<file path="src/rtl/fifo_width_down_conv.sv">
// Width-down-converting FIFO: one IN_W word is written per push and drained as RATIO OUT_W words.
// First-word fall-through read port, concurrent read/write, synchronous flush and write-room status.
module fifo_width_down_conv #(
   parameter int OUT_W      = 16,
   parameter int RATIO      = 2,
   parameter int DEPTH_LOG2 = 4,
   parameter int MSB_FIRST  = 1
) (
   input  logic                   clk,
   input  logic                   rst_n,
   input  logic                   flush,
   input  logic                   write,
   input  logic [OUT_W*RATIO-1:0] d_in,
   input  logic                   read,
   output logic [OUT_W-1:0]       d_out,
   output logic                   full,
   output logic                   empty,
   output logic                   wr_room,
   output logic [DEPTH_LOG2:0]    data_count,
   output logic                   wr_ack,
   output logic                   wr_err,
   output logic                   rd_ack,
   output logic                   rd_err
);

   localparam int IN_W  = OUT_W * RATIO;
   localparam int DEPTH = 1 << DEPTH_LOG2;
   localparam int PTR_W = DEPTH_LOG2;
   localparam int CNT_W = DEPTH_LOG2 + 1;

   localparam logic [CNT_W-1:0] ROOM_LIMIT = CNT_W'(DEPTH - RATIO);
   localparam logic [CNT_W-1:0] FULL_COUNT = CNT_W'(DEPTH);
   localparam logic [CNT_W-1:0] RATIO_CNT  = CNT_W'(RATIO);
   localparam logic [PTR_W-1:0] TAIL_STEP  = PTR_W'(RATIO);

   logic [OUT_W-1:0] mem [DEPTH];
   logic [OUT_W-1:0] lanes [RATIO];
   logic [PTR_W-1:0] head;
   logic [PTR_W-1:0] tail;
   logic [CNT_W-1:0] count;
   logic [CNT_W-1:0] count_next;
   logic             wr_ok;
   logic             rd_ok;

   // Lane 0 is always the word the consumer sees first, so the storage loop stays order-agnostic.
   for (genvar i = 0; i < RATIO; i++) begin : g_lane
      if (MSB_FIRST != 0) begin : g_msb
         assign lanes[i] = d_in[IN_W-1-i*OUT_W -: OUT_W];
      end else begin : g_lsb
         assign lanes[i] = d_in[i*OUT_W +: OUT_W];
      end
   end

   // Both requests are judged against the count before the edge, so a write into an empty FIFO cannot feed a same-cycle read.
   assign wr_ok      = write & ~flush & (count <= ROOM_LIMIT);
   assign rd_ok      = read & ~flush & (count != '0);
   assign count_next = count + (wr_ok ? RATIO_CNT : '0) - {{DEPTH_LOG2{1'b0}}, rd_ok};

   always_ff @(posedge clk or negedge rst_n) begin
      if (!rst_n) begin
         head   <= '0;
         tail   <= '0;
         count  <= '0;
         wr_ack <= 1'b0;
         wr_err <= 1'b0;
         rd_ack <= 1'b0;
         rd_err <= 1'b0;
      end else if (flush) begin
         head   <= '0;
         tail   <= '0;
         count  <= '0;
         wr_ack <= 1'b0;
         wr_err <= 1'b0;
         rd_ack <= 1'b0;
         rd_err <= 1'b0;
      end else begin
         if (wr_ok) tail <= tail + TAIL_STEP;
         if (rd_ok) head <= head + PTR_W'(1);
         count  <= count_next;
         wr_ack <= wr_ok;
         wr_err <= write & ~wr_ok;
         rd_ack <= rd_ok;
         rd_err <= read & ~rd_ok;
      end
   end

   // Storage is deliberately left out of reset; it is only observable once count says it is valid.
   always_ff @(posedge clk) begin
      if (wr_ok) begin
         for (int i = 0; i < RATIO; i++) begin
            mem[tail + PTR_W'(i)] <= lanes[i];
         end
      end
   end

   assign d_out      = mem[head];
   assign data_count = count;
   assign full       = (count == FULL_COUNT);
   assign empty      = (count == '0);
   assign wr_room    = (count <= ROOM_LIMIT);

endmodule

</file>
<file path="config.mk">
export PLATFORM = sky130hd
export DESIGN_NAME = fifo_width_down_conv
export DESIGN_NICKNAME = d
export VERILOG_FILES = /design/src/rtl/fifo_width_down_conv.sv
export SDC_FILE = /design/constraint.sdc
export NUM_CORES = 1
export LEC_CHECK = 0
export ABC_CLOCK_PERIOD_IN_PS = 3400
export CAP_MARGIN = 20
export CORE_MARGIN = 5
export CORE_UTILIZATION = 45
export DETAILED_ROUTE_END_ITERATION = 12
export PLACE_DENSITY = 0.63
export SYNTH_ARGS = -nofsm -noshare
export SYNTH_HDL_FRONTEND = slang
export SYNTH_SLANG_ARGS = --single-unit
export TNS_END_PERCENT = 100
</file>
<file path="constraint.sdc">
create_clock -name clk -period 3.4 [get_ports clk]
set_clock_uncertainty 0.05 [all_clocks]
set_input_delay 0.34 -clock clk [delete_from_list [all_inputs] [get_ports clk]]
set_output_delay 0.34 -clock clk [all_outputs]
set_load 0.01 [all_outputs]
</file>
==> results of run 1 <==
[stage by stage]
step	worst slack (ns)	utilization	std cells	total power, mW	hold slack [ns]
2_1_floorplan	0.249	-	856	5.35	-0.00559
3_3_place_gp	0.583	0.478	1158	5.96	0.617
3_5_place_dp	0.489	0.478	1158	6.03	0.621
4_1_cts	0.112	0.507	1206	8.77	0.183
5_1_grt	0.0105	0.507	1206	9.05	0.233
6_report	0.117	0.507	1206	8.68	0.191
[cells in the final DEF (no fill, tap or decap), types with 3 or more instances in the layout]
cell,synthesis,layout
a221oi_1,32,31
a22oi_1,16,16
buf_12,0,6
buf_4,8,37
clkbuf_1,163,8
clkbuf_16,0,29
clkdlybuf4s50_1,0,64
clkinv_1,1,11
dfrtp_1,16,15
edfxtp_1,256,256
ha_1,10,10
inv_1,19,19
mux2_2,120,120
mux2_4,8,8
mux2i_1,64,64
mux4_2,32,32
nand2_1,20,20
nand3_1,4,4
nor2_1,12,12
nor2b_1,4,3
o21ai_0,16,16
xor2_1,5,5
[power by group through the flow]
stage / clock network [mW] / logic (mW) / registers [mW]
floorplan: 0 / 1.41 / 3.94
global placement: 0 / 1.94 / 4.02
detailed placement: 0 / 2.00 / 4.03
CTS: 2.78 / 2.04 / 3.94
global route: 2.91 / 2.19 / 3.96
finish: 2.72 / 2.02 / 3.94
[metal layers]
| metal | routed length [µm] | GRT usage | up-vias |
|---|---|---|---|
| li1 | - | - | 3058 |
| met1 | 11900 | 0.233 | 3452 |
| met2 | 14000 | 0.299 | 168 |
| met3 | 1260 | 0.0227 | 40 |
| met4 | 483 | 0.0384 | 0 |
| met5 | 0 | 0 | - |
[worst paths after layout]
check / startpoint / to / slack [ns] / depth (start not counted)
max in group asynchronous: rst_n / head[0] / 2.57 / 1
min in group clk: flush / wr_err / 0.45 / 3
worst max register to register: data_count[2] / data_count[2] / 0.46 / 10
worst min-delay path: rst_n / wr_err / 0.19 / 1
worst max-delay path: head[2] / d_out[5] / 0.12 / 6
worst min register to register: data_count[4] / rd_err / 0.64 / 2
[timing repair]
action | CTS | global route
gates cloned | 0 | 0
buffers inserted | 1 | 0
setup endpoints to repair | 1 | 1
gates resized for setup | 0 | 1
[logic make-up (layout without fill, tap and decap cells)]
family	Yosys count	count (layout)	share of synthesized area
AOI/OAI and AO/OA	71	71	0.0411
xor gates and xnor gates	7	7	0.00475
and+or+nand+nor	61	61	0.0280
adders and majority gates	11	11	0.0112
DFF	272	272	0.627
muxes	225	225	0.220
buffers and inverters	209	175	0.0680
[cell type report]
class / count / area [µm²]
Clock buffer: 37 / 756
Multi-Input combinational cell: 375 / 3980
Timing Repair Buffer: 108 / 1050
Tap cell: 384 / 480
Clock inverter: 10 / 37.5
Fill cell: 2387 / 14100
Sequential cell: 272 / 8090
Inverter: 20 / 75.1
[registers in the layout (all words and copies together) (netlist names)]
| signal | cells |
|---|---|
| head | 4 |
| mem | 256 |
| rd_ack | 1 |
| wr_ack | 1 |
| wr_err | 1 |
| data_count | 5 |
| tail | 3 |
| rd_err | 1 |
[worst max-delay path, delay by kind of cell (launching register included)]
kind | cells | cell delay [ns]
AOI/OAI and AO/OA | 2 | 0.65
buffers and inverters | 2 | 0.79
DFF | 1 | 0.54
and+or+nand+nor | 2 | 0.36
==> flow_metrics.tcl, run 1 <==
set metrics [dict create \
    grt_pass1_vias 7068 \
    syn-num-nets 904 \
    arrival_ns 2.89 \
    clkPwrFrac 0.314 \
    ir_drop_mv 0.346 \
    yosys_most_used_dff "edfxtp_1" \
    power_density_nw_per_um2 600 \
    synth_area_um2 12900 \
    syn_avg_cell_area_um2 15.1 \
    cts_tree "yes" \
    slew_headroom 0.406 \
    layout-drive-gt1-share 0.304 \
    path_max_fanout 22 \
    cp.required_ns 3.01 \
    power.leakage_nw 4.85 \
    ctsHoldBuffers 0 \
    finalHoldViolations 0 \
    synth_top_cell_by_area "edfxtp_1" \
    antenna_found_initial 0 \
    combPwrFrac 0.232 \
    tightest_slew_ns 0.890 \
    synth-seq-cells 272 \
    synthTopCellsByCount "256 x edfxtp_1, 163 x clkbuf_1, 120 x mux2_2" \
    hold_path.class "in2async" \
    grt_usage 0.172 \
    cts_max_path_buffers 3 \
    placed_area_um2 13700 \
    antenna_left 0 \
    clock_latency_ns 0.54 \
    critPathKind "reg2out" \
    clock_sinks 272 \
    yosysMostFrequentCell "edfxtp_1" \
    synth-edff-count 256 \
    die-area_um2 32200 \
    clk_root_buffer_cell "clkbuf_16" \
    post-dp-hpwl_um 17200 \
    synth_top_cell_area_share 0.596 \
    final.setup.tns_ns 0 \
    routed-via-count 6718 \
    end_kind "output pin" \
    seq_power_share 0.454 \
    wirelength_um 27700 \
    cp_slowest_cell "clkdlybuf4s50_1" \
    fmax_mhz 305 \
    die_w_um 179 \
    boundaryPins 65 \
    worstPathCellList "and2_1 -> buf_4 -> a221oi_1 -> o21ai_0 -> nand2_1 -> clkdlybuf4s50_1" \
    viasPerCell 5.57 \
    status "finished clean" \
    synthArstFlopShare 0.0588 \
    fin_nets 853 \
    max_cap_viol_count 0 \
    syn_to_final_growth_pct 12.1 \
    drtIter0Drc 446 \
    ys_seq_area_frac 0.627 \
    p_sw_frac 0.262 \
    min_period_over_period 0.965 \
    grt_pass1_wl_um 42300 \
    clkTransAtPathRegs_ns 0.06 \
    wl_per_cell_um 22.9 \
    drc_errors 0 \
    p_int_mw 6.41 \
    core_region_area_um2 28500 \
    period_needed_ns 3.28 \
    synth-warning-count 0 \
    slowest_delay_ns 0.55 \
    io_buffers 64 \
    synthDistinctLibCells 47 \
    p_sw_mw 2.27 \
    gp_congestion 0.792 \
    synth_cells 856 \
    htreeDepth 1 \
    worstSetupStartpointType "flop" \
    die_y_um 179 \
    first_pass_iters 5 \
    drv_slew 0 \
    cts_buffers 28 \
    post-route-cell-area_um2 14500 \
    yosys-top-cells-area "edfxtp_1 60%, mux2_2 10%, mux4_2 5.6%" \
    grt-ovfl-total 0 \
    setup_viol 0 \
    grt_max_degree 33 \
    start_util 0.452 \
    rsz0062_at_grt "no" \
    rows 62 \
    num_antenna_cells 0 \
]
Power figures use the tool's default switching activity.
==> run 2, diff against run 1 <==
- SETUP_SLACK_MARGIN: unset -> 0.5
==> run 2 against run 1 <==
Effect of this change:
- total power up 3.4%
- sequential power about the same
- cell area is 3.5% higher
- combinational power rose by 16%
- hold slack got worse by 0.0039 ns
- via count grew 0.76%
- utilization rose by 1.8 points
- first-iteration DRC count is 18% lower
- flip-flop and latch count unchanged
- critical path depth unchanged
- critical path type unchanged
- critical endpoint is now d_out[14]
==> flow_metrics.tcl, run 2 (same netlist as run 1, synthesis figures left out) <==
set metrics [dict create \
    arrival_ns 2.45 \
    p_int_mw 6.60 \
    final.setup.tns_ns 0 \
    hold_path.class "in2async" \
    cts_tree "yes" \
    routed-via-count 6769 \
    cts_buffers 28 \
    grt-ovfl-total 0 \
    mostFrequentLayoutCells "256 x edfxtp_1, 120 x mux2_2, 64 x mux2i_1, 48 x clkdlybuf4s50_1, 35 x buf_4" \
    rrSetupSlack_ns 0.76 \
    num_antenna_cells 0 \
    grt_max_degree 33 \
    ff2ff_path_depth 10 \
    power_mw 8.98 \
    grt_pass1_vias 7141 \
    ctsHoldBuffers 0 \
    end_kind "output pin" \
    first_pass_iters 4 \
    regMostFlops "mem" \
    r2r_end "data_count[2]" \
    min_period_over_period 0.835 \
    wirelength_um 28300 \
    p_sw_frac 0.265 \
    fillCellCount 2345 \
    die_y_um 179 \
    syn_to_final_growth_pct 16.0 \
    drc_errors 0 \
    fmax_mhz 352 \
    finalHoldViolations 0 \
    regArea_um2 8090 \
    power.leakage_nw 5.15 \
    boundaryPins 65 \
    post-dp-hpwl_um 17200 \
    cp.required_ns 3.01 \
    power_density_nw_per_um2 600 \
    die-area_um2 32200 \
    clock_latency_ns 0.54 \
    clock_sinks 272 \
    multi_input_comb_area_um2 4230 \
    layout-drive-gt1-share 0.357 \
    fin_nets 865 \
    antenna_found_initial 0 \
    rsz0062_at_grt "yes" \
    cts_max_path_buffers 3 \
    rows 62 \
    die_w_um 179 \
    gp_congestion 0.792 \
    io_buffers 64 \
    worstSetupStartpointType "flop" \
    setup_viol 0 \
    path_max_fanout 11 \
    start_util 0.452 \
    ir_drop_mv 0.349 \
    viasPerCell 5.56 \
    grt_pass1_wl_um 43000 \
    slew_headroom 0.513 \
    antenna_left 0 \
    tightest_slew_ns 0.728 \
    period_needed_ns 2.84 \
    clkPwrFrac 0.303 \
    seq_power_share 0.437 \
    status "finished clean" \
    final_common_cell "edfxtp_1" \
    clkTransAtPathRegs_ns 0.06 \
    max_cap_viol_count 0 \
    combPwrFrac 0.260 \
    critPathKind "reg2out" \
    regToRegStartpoint "data_count[2]" \
    clk_root_buffer_cell "clkbuf_16" \
    core_region_area_um2 28500 \
    drv_slew 0 \
    htreeDepth 1 \
    drtIter0Drc 366 \
    fin_cells 1218 \
    p_sw_mw 2.38 \
    wl_per_cell_um 23.2 \
    numPlacedInstances 1158 \
    largest_reg_flops 256 \
    grt_usage 0.175 \
]
[run 2: changes by cell type in the layout (fill, tap and decap cells not counted), sizes merged]
| cell | delta |
|---|---|
| buf | +9 |
| bufbuf | +1 |
| clkbuf | +2 |
| dlygate4sd2 | +10 |
| clkdlybuf4s50 | -16 |
| dlymetal6s2s | +6 |
[run 2: through the flow]
stage / area (µm²) / hold WS [ns] / util / setup slack (ns)
after detailed placement: 13700 / 0.621 / 0.478 / 0.489
final: 15000 / 0.187 / 0.525 / 0.563
after global routing: 15000 / 0.233 / 0.525 / 0.492
after floorplan: 12900 / -0.00559 / - / 0.249
after CTS: 14800 / 0.183 / 0.518 / 0.287
after global placement: 13700 / 0.617 / 0.478 / 0.583
[run 2: worst max-delay path by stage]
stage / start / endpoint / slack, ns / depth (start not counted)
finish: head[0] / d_out[14] / 0.56 / 6
global placement: write / mem[5][12] / 0.58 / 6
detailed placement: data_count[2] / data_count[2] / 0.49 / 10
floorplan: data_count[4] / mem[9][0] / 0.25 / 5
global route: data_count[4] / wr_room / 0.49 / 7
CTS: head[0] / d_out[9] / 0.29 / 7
[run 2: worst max-delay path, stage by stage (launching register included)]
cell	delay, ns
dfrtp_4	0.49
buf_6	0.17
buf_12	0.15
mux4_2	0.51
a22oi_1	0.20
nand2_1	0.09
dlygate4sd2_1	0.29
[run 2: repair_timing]
action,CTS,global route
setup buffers,8,2
pin swaps,6,11
setup endpoints to repair,18,21
gates cloned,1,2
resized for setup,51,27
[run 2: routing by layer]
metal,track usage,wire (µm),vias to the layer above
met5,0,0,-
met4,0.0365,433,0
met3,0.0206,1180,36
met2,0.305,14300,155
met1,0.240,12300,3492
li1,-,-,3086
[run 2: final cells by class]
class                      instances  area share
clock inverter                    10     0.00251
inverter                          20     0.00510
tap                              384      0.0321
clock buffer                      37      0.0505
multi-input combinational        375       0.283
sequential                       272       0.541
timing repair buffer             120      0.0866
[run 2: power by group through the flow]
| stage | combinational, mW | sequential [mW] | clock (mW) |
|---|---|---|---|
| after floorplan | 1.41 | 3.94 | 0 |
| after global placement | 1.94 | 4.02 | 0 |
| after detailed placement | 2.00 | 4.03 | 0 |
| after CTS | 2.24 | 3.92 | 2.78 |
| after global routing | 2.52 | 3.94 | 2.91 |
| final | 2.34 | 3.92 | 2.72 |
==> run 3, diff against run 2 <==
- ABC_CLOCK_PERIOD_IN_PS: 3400 -> 2400
- PLACE_DENSITY: 0.63 -> 0.65
- clock period: 3.4 -> 2.4 ns (I/O delays scaled with it)
==> run 3 against run 2 <==
Effect of this change:
- the run now ends with setup timing left
- register-to-register slack got worse by 0.91 ns
- global-route usage increased by 5.7 points
- hold slack got worse by 0.097 ns
- die area unchanged
- setup slack got worse by 0.93 ns
- final cell count increased by 15%
- utilization increased by 12 points
- total power increased by 65%
- routed wire length increased by 43%
- combinational power increased by 100%
- critical path type unchanged
- largest cell class unchanged
- highest routed layer unchanged
==> flow_metrics.tcl, run 3 (same netlist as run 1, synthesis figures left out) <==
set metrics [dict create \
    status "finished with violations" \
    violations "setup timing" \
    die_y_um 179 \
    cp.required_ns 2.11 \
    first_pass_iters 5 \
    antenna_left 0 \
    post-dp-hpwl_um 18700 \
    die_w_um 179 \
    grt_usage 0.232 \
    regMostFlops "mem" \
    largest_reg_flops 256 \
    finalHoldViolations 0 \
    placed_area_um2 14400 \
    worstSetupStartpointType "flop" \
    setup_ws_ns -0.365 \
    fillCellCount 1891 \
    fin_nets 1046 \
    regToRegStartpoint "data_count[3]" \
    core_region_area_um2 28500 \
    boundaryPins 65 \
    fmax_mhz 362 \
    grt-ovfl-total 0 \
    drv_slew 0 \
    slew_headroom 0.451 \
    post-route-cell-area_um2 18500 \
    die-area_um2 32200 \
    io_buffers 64 \
    period_needed_ns 2.76 \
    min_period_over_period 1.15 \
    wirelength_um 40500 \
    setup_viol 270 \
    tightest_slew_ns 0.822 \
    grt_pass1_wl_um 54400 \
    numPlacedInstances 1199 \
    clkTransAtPathRegs_ns 0.06 \
    critPathKind "reg2out" \
    rows 62 \
    mostFrequentLayoutCells "256 x edfxtp_1, 96 x mux2_4, 86 x buf_6, 64 x mux2i_1, 61 x buf_12" \
    power_mw 14.8 \
    wl_per_cell_um 28.9 \
    power.leakage_nw 6.83 \
    power_density_nw_per_um2 801 \
    cts_buffers 29 \
    ctsHoldBuffers 0 \
    num_antenna_cells 0 \
    clk_root_buffer_cell "clkbuf_16" \
    clock_sinks 272 \
    end_kind "output pin" \
    grt_max_degree 27 \
    viasPerCell 5.93 \
    drc_errors 0 \
    path_max_fanout 12 \
    drtIter0Drc 954 \
    cts_max_path_buffers 3 \
    start_util 0.452 \
    ir_drop_mv 0.839 \
    fin_cells 1402 \
    clock_latency_ns 0.57 \
    cts_tree "yes" \
    rsz0062_at_grt "yes" \
    hold_path.class "in2async" \
    routed-via-count 8312 \
    final_common_cell "edfxtp_1" \
    gp_congestion 0.801 \
    max_cap_viol_count 0 \
    layout-drive-gt1-share 0.540 \
    grt_pass1_vias 8495 \
    antenna_found_initial 0 \
    critPathLaunch "head[0]" \
    htreeDepth 1 \
    arrival_ns 2.47 \
    syn_to_final_growth_pct 43.0 \
]
-- run 3: power breakdown --
part,total (mW),switching [mW],internal (mW),leakage (nW)
logic,4.73,2.10,2.63,3.87
registers,5.55,0.127,5.42,2.52
clock network,4.50,1.86,2.64,0.447
total,14.8,4.09,10.7,6.83
-- run 3: area by class of cell --
type,instances,area [µm²],share of cell area
flip-flops and latches,272,8100,0.439
multi-input cells,375,4780,0.259
repair buffers,300,4050,0.219
clock buffers,36,752,0.0407
well taps,384,480,0.0260
clock inverters,15,178,0.00963
inverters,20,115,0.00624
-- run 3: worst max-delay path, cell delays in order (launching register included) --
cell	delay (ns)
dfrtp_4	0.58
buf_4	0.19
clkbuf_16	0.19
mux2i_1	0.14
a221oi_2	0.40
o21ai_1	0.15
nand2_1	0.11
buf_2	0.14
-- run 3: repair_timing --
item / CTS / global route
gates cloned: 23 / 10
resized for setup: 179 / 189
pin swaps: 15 / 40
buffers inserted: 79 / 40
setup endpoints to repair: 392 / 412
endpoints found under the hold margin: 0 / 0
-- run 3: through the flow --
stage | setup slack [ns] | TNS, ns | utilization | hold slack (ns)
final | -0.365 | -18.25 | 0.646 | 0.0905
after global routing | -0.372 | -36.51 | 0.646 | 0.154
after CTS | -0.546 | -6.13 | 0.604 | 0.114
after detailed placement | -0.0650 | -3.39 | 0.505 | 0.603
after global placement | -0.105 | -0.780 | 0.505 | 0.621
after floorplan | -0.0232 | -0.0232 | - | -0.106
-- run 3: final timing paths --
kind	slack, ns	cells past startpoint	endpoint
worst min-delay path	0.09	1	rd_ack
max in group asynchronous	1.61	1	head[0]
worst max register to register	-0.15	13	mem[1][12]
worst min register to register	0.66	2	tail[1]
min in group clk	0.40	4	rd_ack
worst max-delay path	-0.36	7	d_out[6]
-- run 3: metal layers --
layer | up-vias | global-route usage | part of all wire | wire, µm
met4 | 0 | 0.0838 | 0.046 | 1870
met5 | - | 0 | 0 | 0
li1 | 3461 | - | - | -
met2 | 429 | 0.396 | 0.49 | 20000
met1 | 4319 | 0.299 | 0.38 | 15400
met3 | 103 | 0.0420 | 0.080 | 3240
